File: config.mk
export PLATFORM = sky130hd
export DESIGN_NAME = load_store_unit
export DESIGN_NICKNAME = d
export VERILOG_FILES = /design/src/rtl/load_store_unit.sv
export SDC_FILE = /design/constraint.sdc
export NUM_CORES = 1
export LEC_CHECK = 0
export ABC_CLOCK_PERIOD_IN_PS = 2100
export CELL_PAD_IN_SITES_DETAIL_PLACEMENT = 1
export CELL_PAD_IN_SITES_GLOBAL_PLACEMENT = 2
export CORE_MARGIN = 8
export CORE_UTILIZATION = 24
export DETAILED_ROUTE_END_ITERATION = 8
export GPL_ROUTABILITY_DRIVEN = 0
export PLACE_DENSITY_LB_ADDON = 0.1
export SKIP_CTS_REPAIR_TIMING = 1
export SLEW_MARGIN = 20
export SYNTH_ARGS = -nofsm -noshare
export SYNTH_HDL_FRONTEND = slang
export SYNTH_SLANG_ARGS = --single-unit
File: constraint.sdc
create_clock -name clk -period 2.1 [get_ports clk]
set_input_delay 0.42 -clock clk [delete_from_list [all_inputs] [get_ports clk]]
set_output_delay 0.42 -clock clk [all_outputs]
set_load 0.01 [all_outputs]
File: src/rtl/load_store_unit.sv
// load_store_unit: M-stage initiator turning loads/stores into valid/ready data-memory transactions
module load_store_unit #(
  parameter int TIMEOUT_CYCLES = 255
) (
  input  logic        clk,
  input  logic        rst,
  input  logic        MemReadM,
  input  logic        MemWriteM,
  input  logic [2:0]  Funct3M,
  input  logic [31:0] ALUResultM,
  input  logic [31:0] WriteDataM,
  output logic        StallM,
  output logic [31:0] LoadDataM,
  output logic        LoadValidM,
  output logic        MisalignM,
  output logic        BusErrM,
  output logic        mem_req_valid,
  input  logic        mem_req_ready,
  output logic [31:0] mem_req_addr,
  output logic        mem_req_we,
  output logic [31:0] mem_req_wdata,
  output logic [3:0]  mem_req_wstrb,
  input  logic        mem_rsp_valid,
  input  logic [31:0] mem_rsp_rdata
);
  typedef enum logic [1:0] {IDLE, REQ, RSP, DONE} state_t;
  state_t state, state_nx;
  logic        req, is_b, is_h, is_w, mis, start, hit, tmo;
  logic [31:0] addr_q, wdata_q, wdata_d, ext;
  logic [3:0]  wstrb_q, wstrb_d;
  logic [2:0]  f3_q;
  logic        we_q;
  logic [15:0] cnt;
  logic [7:0]  bsel;
  logic [15:0] hsel;
  assign req   = MemWriteM | MemReadM;
  assign is_w  = Funct3M[1];
  assign is_h  = Funct3M[1:0] == 2'b01;
  assign is_b  = Funct3M[1:0] == 2'b00;
  assign mis   = (is_h & ALUResultM[0]) | (is_w & |ALUResultM[1:0]);
  assign start = state == IDLE & req & !mis;
  assign hit   = state == RSP & mem_rsp_valid;
  // a response in the limit cycle takes precedence over the timeout
  assign tmo   = state == RSP & !mem_rsp_valid & (cnt == 16'(TIMEOUT_CYCLES - 1));
  assign wstrb_d = is_b ? 4'b0001 << ALUResultM[1:0] : is_h ? (ALUResultM[1] ? 4'b1100 : 4'b0011) : 4'b1111;
  assign wdata_d = is_b ? {4{WriteDataM[7:0]}} : is_h ? {2{WriteDataM[15:0]}} : WriteDataM;
  assign bsel = 8'(mem_rsp_rdata >> {addr_q[1:0], 3'b000});
  assign hsel = addr_q[1] ? mem_rsp_rdata[31:16] : mem_rsp_rdata[15:0];
  assign ext  = f3_q[1] ? mem_rsp_rdata :
                f3_q[0] ? {{16{~f3_q[2] & hsel[15]}}, hsel} : {{24{~f3_q[2] & bsel[7]}}, bsel};
  assign mem_req_valid = state == REQ;
  assign mem_req_addr  = {addr_q[31:2], 2'b00};
  assign mem_req_we    = we_q;
  assign mem_req_wdata = wdata_q;
  assign mem_req_wstrb = wstrb_q;
  // gated by reset so the stall drops immediately even with a request still present
  assign StallM = rst & (start | state == REQ | state == RSP);
  always_comb begin
    state_nx = state;
    unique case (state)
      IDLE:    state_nx = start ? REQ : IDLE;
      REQ:     state_nx = mem_req_ready ? RSP : REQ;
      RSP:     state_nx = (hit | tmo) ? DONE : RSP;
      default: state_nx = IDLE;
    endcase
  end
  always_ff @(posedge clk or negedge rst) begin
    if (!rst) begin
      state      <= IDLE;
      addr_q     <= '0;
      wdata_q    <= '0;
      wstrb_q    <= '0;
      f3_q       <= '0;
      we_q       <= 1'b0;
      cnt        <= '0;
      LoadDataM  <= '0;
      LoadValidM <= 1'b0;
      MisalignM  <= 1'b0;
      BusErrM    <= 1'b0;
    end else begin
      state      <= state_nx;
      MisalignM  <= state == IDLE & req & mis;
      LoadValidM <= hit & !we_q;
      BusErrM    <= tmo;
      cnt        <= state == RSP ? cnt + 16'd1 : 16'd0;
      if (start) begin
        addr_q  <= ALUResultM;
        we_q    <= MemWriteM;
        f3_q    <= Funct3M;
        wdata_q <= wdata_d;
        wstrb_q <= MemWriteM ? wstrb_d : 4'b0000;
      end
      if (hit & !we_q) LoadDataM <= ext;
      else if (tmo) LoadDataM <= '0;
    end
  end
endmodule

# Word-level counts from Yosys, hierarchy flattened
# Cells that the tools add are included.
# word_totals
out_inout_bits	106
input_bits	105
register_bits	125
# op_classes
muxes	16
eq_ne	4
n_shift	2
n_reduce_logical	7
bitwise_logic	18
add_sub_neg	1
# op_table
op	n
32-bit 2-to-1 mux	6
16-bit 2-to-1 mux	2
32-bit by 5-bit right shift with 8-bit output	1
16-bit by 1-bit adder with 16-bit output, second input constant	1
16-bit by 8-bit == test with 1-bit output, second input constant	1
4-bit 2-to-1 mux	4
1-bit AND	12
2-bit case mux with 3 select lines	1
1-bit OR	5
2-bit by 1-bit == test with 1-bit output, second input constant	2
2-bit logical NOT	2
1-bit by 2-bit << shifter with 4-bit output, first input constant	1
1-bit logical NOT	3
2-bit == test, second input constant	1
1-bit 2-to-1 mux	2
2-bit 2-to-1 mux	1
2-bit nonzero test	1
2-bit OR reduction	1
1-bit NOT	1

# Longest topological paths before layout
# logic_depth
word_depth	8
ltp_mapped	7

# Least setup slack after synthesis
# No wires, ideal clock.
# synth_timing
path_type	flip-flop to flip-flop
start	reg cnt[13]
end	reg LoadDataM[21]
arrival_time_ps	2050
required_time_ps	1974
stages_incl_launch_ff	7
n_path_buf	2
path_slack_ps	-76
cell_sequence	dfrtp_1 -> buf_6 -> or4_4 -> or3_4 -> o21a_4 -> buf_6 -> a221o_1
# synth_between
elab_chain_cells	3
# synth_lines
element	line	source
from (decl)	33	logic [15:0] cnt;
from (signal assigned)	85	cnt <= state == RSP ? cnt + 16'd1 : 16'd0;
16-bit by 8-bit == test with 1-bit output	44	assign tmo = state == RSP & !mem_rsp_valid & (cnt == 16'(TIMEOUT_CYCLES - 1));
1-bit AND	44	
2-bit nonzero test (no line)	n/a	
to (signal assigned)	93	if (hit & !we_q) LoadDataM <= ext;
to (decl)	13	output logic [31:0] LoadDataM,
# No other way between the ends.
# A chain may end at the register's enable or synchronous reset.

# Worst setup path after layout
# layout_timing
start	reg cnt[0]
end	reg LoadDataM[30]
# The elaborated chain is that of the path after synthesis.

==> summary.txt <==
Floorplan
  • Die area: roughly 0.030 sq mm
  • # IOs: roughly 210
  • Starting density of the core: between 20% and 30%
  • Chip height: ~170 microns
  • Die Wd: 172.8 microns
  • Row Count: between 50 and 60
  • Core box area: about 0.024 sq mm

Worst setup path
  • R2R cell count: 6
  • Crit path from: cnt[0]$_DFF_PN0_
  • Worst path required time: 2.39 ns
  • Crit path kind: reg -> reg
  • Setup crit start kind: register
  • CP Max Fanout: 12
  • CP Capture Type: register
  • Worst reg2reg path startpoint: cnt[0]$_DFF_PN0_
  • Crit path DAT: 2.61 ns

Yosys
  • Register area share after synthesis: 53.04%
  • Mapped Avg Cell Area: 9.588 sq um
  • Post-synth EDFFs: 0
  • Cells after Synth: approximately 600
  • Commonest register cell after synthesis: dfrtp_1
  • Async SR Flop Fraction: 100.0%
  • Yosys cell types: 51
  • Syn. warnings: 0
  • #FFs+latches synth: ~130
  • Post-synthesis instance area: between 0.005 and 0.006 sq mm

Layout
  • Leading cell type in the layout, fill and taps excluded: clkdlybuf4s50_1
  • Share of layout cells above drive strength 1: between 10% and 20%
  • Fillers: 2755
  • Most frequent cells in the layout: clkdlybuf4s50_1 (204), nand2_1 (167), dfrtp_1 (125)
  • Post-layout util: between 30% and 40%
  • Design Area, Final: between 0.009 and 0.01 sq mm
  • Synth-to-layout area growth: 54.04%
  • Final net count: just over 900
  • Layout Cells excl Fill: around 1200
  • ANT cells: 0

GRT
  • First-pass GRT wire length: 34.62 mm
  • Global route total overflow: 0
  • Largest net degree at the start of global routing: 126
  • Total track usage: roughly 15%
  • Vias in the first global route: about 6000
  • Initial antenna violation count: 3

Placement
  • DP HPWL: between 15 and 20 mm
  • I/O Buffers: ~210
  • Inst Count DP: around 1100
  • DP Area: around 0.0084 sq mm

Run
  • Max Cap Viol: 0

Power
  • VDD IR-drop max: roughly 0.49 mV
  • Leak: a little over 0.004 uW
  • PwrDens: 1334 mW/mm^2

Clock network
  • Htree depth: 4
  • CTS tree: built
  • Total CTS buffers: 17
  • CTS Root Cell: clkbuf_16
  • Clock tree sinks: approximately 130
  • Worst-path clk slew: about 0.06 ns
  • Worst-Skew Late Latency: about 0.42 ns
  • Deepest clock path buffer count: 2

Timing
  • Max-slew violations: 0
  • Fin crit share: 110.3%
  • Post-Route Skew: 0.01143 ns
  • Final hold violation count: 0
  • Maximum clock frequency: roughly 430 MHz
  • Relative slew slack: a little under two fifths
  • Final setup violating endpoints: 24
  • Fin Hold WS: between 0.08 and 0.09 ns
  • Slack of the critical path: -0.2166 ns
  • Period minus WS final: ~2.3 ns
  • RSZ-0062 raised after global routing: true
  • Tightest Pin Transition: 0.9447 ns

Status
  • Failing checks: setup timing
  • Outcome: finished with violations

Route
  • Initial DRC Count: 232
  • DRC Markers: 0
  • Routed vias/inst: 4.557
  • Routed Antenna Nets: 0
  • DRT Wirelength: roughly 22 mm
  • Vias: approximately 5300
  • Wirelength per Cell: 18.89 microns
  • DRT Pass-1 Iters: 4

Min path
  • Worst Hold Class: in -> async
[final cells by class]
cell class | instances | area, sq um | share of cell area (%)
timing repair buffer | 252 | 2475 | 27.25
tap | 324 | 405.4 | 4.463
clock buffer | 18 | 439.2 | 4.835
multi-input combinational | 412 | 2386 | 26.27
clock inverter | 13 | 190.2 | 2.094
sequential | 125 | 3128 | 34.44
inverter | 16 | 60.06 | 0.6612
[final timing paths]
kind                                              to  slack, ns
setup / recovery           LoadDataM[30]$_DFFE_PN0P_      -0.22
hold / removal                      cnt[1]$_DFF_PN0_       0.08
setup reg to reg           LoadDataM[30]$_DFFE_PN0P_      -0.22
hold reg to reg                addr_q[6]$_DFFE_PN0P_       0.47
max in group asynchronous     addr_q[28]$_DFFE_PN0P_       1.43
min in group clk               addr_q[6]$_DFFE_PN0P_       0.47
[metal layers]
| metal | share of wire [%] | wire length [microns] | up-vias | global-route usage, % |
|---|---|---|---|---|
| li1 | - | - | 2492 | - |
| met1 | 41 | 9045 | 2610 | 16.67 |
| met2 | 49 | 10650 | 154 | 24.44 |
| met3 | 8.5 | 1871 | 24 | 6.404 |
| met4 | 1.4 | 314 | 6 | 4.492 |
| met5 | 0.17 | 37 | - | 0 |
[registers in the layout (all words and copies together), names as in the netlist, 2 cells and up]
signal	count
addr_q	32
f3_q	3
cnt	16
state	2
mem_req_wdata	32
LoadDataM	32
mem_req_wstrb	4
[stage by stage]
stage	total power [uW]	worst slack [ns]	TNS (ns)
floorplan	6340	-0.07449	-1.337
global placement	8900	-0.4692	-15.37
detailed placement	9034	-0.4953	-17.24
CTS	12330	-0.4071	-4.485
global route	12960	-0.2416	-5.088
finish	12120	-0.2166	-3.897
[cell families (layout without fill, tap and decap cells)]
group	after synthesis	count (layout)	share of synthesized area, %
buffers and inverters	81	299	7.575
adders and majority gates	2	2	0.4243
xor gates and xnor gates	11	11	1.634
DFF	125	125	53.04
muxes	35	35	6.132
and+or+nand+nor	254	254	18.48
AOI/OAI and AO/OA	106	108	12.65
other	1	2	0.06359
[worst max-delay path, cell delays in order (launching register included)]
cell and delay [ns]:
dfrtp_1 0.38, inv_1 0.06, ha_2 0.19, or4b_4 0.48, or3_4 0.44, o21a_4 0.28
a221o_1 0.36
[cell usage after synthesis (4+ instances only)]
cell type,instances,area (sq um)
mux2i_1,26,260.3
a221o_1,22,220.2
nor4_1,5,31.28
mux2_2,9,101.4
inv_1,16,60.06
buf_1,5,18.77
a21oi_1,14,70.07
nand2_1,167,626.9
a22oi_1,8,60.06
dfrtp_1,125,3128
xnor2_1,7,61.31
o21ai_0,38,190.2
clkbuf_1,25,93.84
buf_4,32,240.2
nor3_1,8,40.04
nor2_1,44,165.2
nor2b_1,4,25.02
nand2b_1,4,25.02
o211ai_1,8,60.06
xor2_1,4,35.03
[power by group]
group / internal (uW) / switching, uW / leakage (uW)
sequential: 3390 / 654 / 0.00159
combinational: 2650 / 2230 / 0.00215
clock: 2020 / 1180 / 0.000295
total: 8060 / 4060 / 0.00403
Power figures use the tool's default switching activity.
